<file path="config.mk">
export PLATFORM = sky130hd
export DESIGN_NAME = tick_rate_controller
export DESIGN_NICKNAME = d
export VERILOG_FILES = /design/src/rtl/tick_rate_controller.sv
export SDC_FILE = /design/constraint.sdc
export NUM_CORES = 1
export LEC_CHECK = 0
export BUFFER_PORTS_ARGS = -buffer_cell sky130_fd_sc_hd__buf_2
export CAP_MARGIN = 10
export CORE_MARGIN = 2
export CORE_UTILIZATION = 30
export DETAILED_ROUTE_END_ITERATION = 8
export GPL_TIMING_DRIVEN = 0
export PLACE_DENSITY_LB_ADDON = 0.2
export SLEW_MARGIN = 20
export SYNTH_ARGS = -nofsm -noshare
export SYNTH_HDL_FRONTEND = slang
export SYNTH_SLANG_ARGS = --single-unit
export TNS_END_PERCENT = 1
</file>
<file path="constraint.sdc">
create_clock -name clk -period 2.7 [get_ports clk]
set_input_delay 0.135 -clock clk [delete_from_list [all_inputs] [get_ports clk]]
set_output_delay 0.135 -clock clk [all_outputs]
set_load 0.005 [all_outputs]
</file>
<file path="src/rtl/tick_rate_controller.sv">
// Steps through the divider's 0.5 / 0.67 / 1 Hz timebases, emitting one step per
// accepted tick and advancing the rate level every STEPS_PER_LEVEL steps.
//
// state    | meaning
// ---------+------------------------------------------------------------
// S_IDLE   | waiting for start, counters cleared
// S_RUN    | accepting ticks from the source selected by rate_sel
// S_PAUSED | ticks discarded, counters held, waiting for start with pause low
// S_DONE   | all three levels completed, final counts held
module tick_rate_controller #(
  parameter int STEPS_PER_LEVEL = 8,
  parameter int CNT_W           = 8
) (
  input  logic             clk,
  input  logic             rst_n,
  input  logic             tick_1hz,
  input  logic             tick_067hz,
  input  logic             sq_05hz,
  input  logic             start,
  input  logic             pause,
  input  logic             abort,
  output logic             step,
  output logic [1:0]       rate_sel,
  output logic [CNT_W-1:0] level_steps,
  output logic [CNT_W+1:0] total_steps,
  output logic             busy,
  output logic             done
);

  typedef enum logic [1:0] {S_IDLE, S_RUN, S_PAUSED, S_DONE} state_t;

  localparam logic [CNT_W-1:0] LAST_LVL = CNT_W'(STEPS_PER_LEVEL - 1);

  state_t           state, state_nxt;
  logic             sq_prev;
  logic             tick_05;
  logic             sel_tick;
  logic             step_nxt;
  logic [1:0]       rate_nxt;
  logic [CNT_W-1:0] level_nxt;
  logic [CNT_W+1:0] total_nxt;

  assign tick_05 = sq_05hz & ~sq_prev;

  always_comb begin
    case (rate_sel)
      2'd0:    sel_tick = tick_05;
      2'd1:    sel_tick = tick_067hz;
      2'd2:    sel_tick = tick_1hz;
      default: sel_tick = 1'b0;
    endcase
  end

  always_comb begin
    state_nxt = state;
    step_nxt  = 1'b0;
    rate_nxt  = rate_sel;
    level_nxt = level_steps;
    total_nxt = total_steps;
    case (state)
      S_IDLE, S_DONE: begin
        if (start) begin
          state_nxt = S_RUN;
          rate_nxt  = 2'd0;
          level_nxt = '0;
          total_nxt = '0;
        end
      end
      S_RUN: begin
        // pause beats a same-cycle tick; that tick is simply lost
        if (pause) begin
          state_nxt = S_PAUSED;
        end else if (sel_tick) begin
          step_nxt  = 1'b1;
          total_nxt = total_steps + (CNT_W+2)'(1);
          if (level_steps == LAST_LVL) begin
            level_nxt = '0;
            if (rate_sel < 2'd2) rate_nxt = rate_sel + 2'd1;
            else                 state_nxt = S_DONE;
          end else begin
            level_nxt = level_steps + CNT_W'(1);
          end
        end
      end
      S_PAUSED: begin
        if (start && !pause) state_nxt = S_RUN;
      end
      default: state_nxt = S_IDLE;
    endcase
    if (abort) begin
      state_nxt = S_IDLE;
      step_nxt  = 1'b0;
      rate_nxt  = 2'd0;
      level_nxt = '0;
      total_nxt = '0;
    end
  end

  always_ff @(posedge clk or negedge rst_n) begin
    if (!rst_n) begin
      state       <= S_IDLE;
      sq_prev     <= 1'b0;
      step        <= 1'b0;
      rate_sel    <= 2'd0;
      level_steps <= '0;
      total_steps <= '0;
    end else begin
      state       <= state_nxt;
      sq_prev     <= sq_05hz;
      step        <= step_nxt;
      rate_sel    <= rate_nxt;
      level_steps <= level_nxt;
      total_steps <= total_nxt;
    end
  end

  assign busy = (state == S_RUN) || (state == S_PAUSED);
  assign done = (state == S_DONE);

endmodule

</file>
==> flow_summary.yaml <==
status:
  status: "finished, final reports clean"
logic_synthesis:
  synth_ff_type: "dfrtp_1"
  synth_fp_nets: 173
  ys_async_sr_fraction_pct: 100
  yosysMostFrequentCell: "dfrtp_1"
  synth_seq_cells: 24
  syn_inst: 156
  synth_area_per_cell_um2: 9.43
  synth_area_leaders: "dfrtp_1 41%, ha_1 7.7%, o211ai_1 4.1%"
  synth-edff-count: 0
  ys_warn_count: 0
  ys_seq_area_share_pct: 40.8
  synth_top_area_share_pct: 40.8
  synth_area_um2: 1470
  yosysUniqueCellTypes: 39
  synth_top_area_cell: "dfrtp_1"
  netlist_top_cells_count: "24 x dfrtp_1, 11 x nand2_1, 10 x inv_1, 10 x nand3_1"
pwr:
  peakVddDrop_mv: 0.183
  switching_power_uw: 282
  power.internal_uw: 602
  combPwrFrac_pct: 26.3
  power_density_nw_per_um2: 497
  seq_power_share_pct: 45.5
  power.leakage_nw: 0.868
  power_frac_clock_pct: 28.2
  power.share.switching_pct: 31.9
drt:
  drt-initial-drc-count: 107
  wl_per_cell_um: 14.2
  drc_errors: 0
  ant_nets: 0
  num_vias: 1328
  via_per_inst: 5.13
  wl_mm: 3.67
  drt-pass1-iter-count: 4
die:
  fp.dieArea_um2: 5480
  ios: 31
  core_area_um2: 4720
  std_cell_rows: 25
  chipWidth_um: 74.0
  start_util_pct: 31.2
  die_y_um: 74.0
flow_run:
  drv_cap: 0
clocking:
  hold_buffers: 2
  clock_latency_ns: 0.27
  cts_made_buffers: 3
  cts.clk_slew.worst_paths_ns: 0.09
  postCtsResizedCells: 0
  cts_root_buf: "clkbuf_8"
  cts_tree: "built"
  post_cts_buffers: 0
  clockBufferDepth: 2
  cts.sinks: 24
  cts_max_level: 1
grt:
  use_met2_pct: 24.8
  gr-usage-met1_pct: 19.4
  track_usage_pct: 14.8
  grt_pass1_wl_mm: 6.27
  grt_busiest_layer: "met2"
  grt_pass1_vias: 1284
  grtUsageMet3_pct: 2.03
  grt_antenna_before_repair: 0
  overflow: 0
  grt_max_degree: 25
sta:
  tns_ns: 0
  whs_ns: 0.198
  setup_viol: 0
  period_share_pct: 87.0
  fmax_ghz: 0.426
  min_period_ns: 2.35
  worst_pin_slew_ns: 0.578
  finalMaxSlewViolations: 0
  clock_skew_ns: 0.00266
  relSlewSlack_pct: 61.4
  rsz0062_at_grt: "no"
  hold_violations: 0
place:
  globalplace.congestion: 0.807
  dpl.hpwl_mm: 2.72
  io_buffers: 30
  dpl_cell_area_um2: 1710
critical_path:
  setup.worst_path.end_class: "register"
  r2r_slack_ns: 0.35
  crit_path_start_kind: "register"
  r2r-end: "rate_sel[0]"
  cp.required_ns: 2.87
  arrival_ns: 2.52
  timing.rr.start: "rate_sel[1]"
  critical_path_class: "reg -> reg"
  cp_max_fo: 10
  r2r_cells: 7
finish:
  drive_gt1_share_pct: 21.9
  post-route-util_pct: 37.7
  insertedDiodeCount: 0
  fin_nets: 210
  nFillCells: 493
  syn_to_final_growth_pct: 21.0
  final_area_um2: 1780
worst_hold_path:
  worstHoldStart: "pause"
  min_delay_path_depth: 3
  hold_class: "in -> reg"
  whs_endpoint: "state[0]"
[worst max-delay path, cell delays in order, from the launching register on]
cell      delay [ns]
dfrtp_1         0.48
inv_1           0.11
ha_1            0.19
a22o_1          0.26
o211ai_1        0.43
clkbuf_1        0.43
nand2_1         0.11
a31o_2          0.22
[sequential cells by signal, summed over array words and instances, names as in the netlist]
signal / cells
level_steps: 8
step: 1
state: 2
rate_sel: 2
total_steps: 10
sq_prev: 1
[logic make-up (layout without fill, tap and decap cells)]
kind of cell	count (synthesis)	in the layout	share of synthesized area, %
buffers and inverters	14	50	4.17
multiplexers	4	4	2.89
AND/OR/NAND/NOR	64	64	23.7
flip-flops	24	24	40.8
adder cells (fa/ha/maj)	9	9	7.65
AO/OA/AOI/OAI	41	41	20.7
[worst max path at each step]
stage	slack [ns]	from	end	cells past startpoint
CTS	0.33	rate_sel[1]	rate_sel[0]	7
finish	0.35	rate_sel[1]	rate_sel[0]	7
global route	0.1	rate_sel[1]	rate_sel[0]	7
floorplan	0.77	state[0]	rate_sel[0]	7
detailed placement	0.34	rate_sel[1]	rate_sel[0]	7
global placement	0.40	rate_sel[1]	rate_sel[0]	7
[power by group through the flow]
| stage | registers, mW | clock network, mW | logic (mW) |
|---|---|---|---|
| 2_1_floorplan | 0.405 | 0 | 0.158 |
| 3_3_place_gp | 0.408 | 0 | 0.226 |
| 3_5_place_dp | 0.410 | 0 | 0.232 |
| 4_1_cts | 0.403 | 0.259 | 0.235 |
| 5_1_grt | 0.407 | 0.275 | 0.265 |
| 6_report | 0.402 | 0.249 | 0.233 |
[layout by cell type, fill, tap and decap left out, drive strengths merged, types with 2 or more instances in the layout]
| master | instances |
|---|---|
| o31ai | 4 |
| o21ai | 5 |
| nor2b | 4 |
| a21oi | 4 |
| a311oi | 2 |
| nand2b | 2 |
| inv | 10 |
| clkbuf | 6 |
| a22o | 5 |
| ha | 9 |
| o211a | 2 |
| nand2 | 11 |
| nor3 | 5 |
| o211ai | 8 |
| nand4 | 2 |
| or4 | 4 |
| dfrtp | 24 |
| nor2 | 9 |
| or2 | 2 |
| mux2 | 2 |
| and3b | 2 |
| or3 | 6 |
| buf | 32 |
| dlygate4sd3 | 2 |
| o22ai | 4 |
| and3 | 4 |
| o311ai | 2 |
| nand3 | 10 |
| mux2i | 2 |
[metrics by stage]
step / total power [mW] / cells / setup WS (ns)
finish: 0.884 / 259 / 0.351
global route: 0.947 / 259 / 0.0986
CTS: 0.897 / 259 / 0.329
detailed placement: 0.642 / 253 / 0.340
global placement: 0.634 / 253 / 0.402
floorplan: 0.563 / 156 / 0.774
[per-layer routing]
layer	part of all wire, %	routed length (µm)
met1	48	1750
met2	49	1780
met3	2.7	98
met4	1.0	37
met5	0	0
[cell type report]
class | count | area (µm²) | area share [%]
multi-input cells | 118 | 810 | 45.5
flip-flops and latches | 24 | 601 | 33.7
repair buffers | 32 | 170 | 9.56
well taps | 67 | 83.8 | 4.71
clock buffers | 4 | 55.1 | 3.09
inverters | 10 | 37.5 | 2.11
plain buffers | 4 | 23.8 | 1.34
No activity file was read; power rests on OpenSTA's default activity.
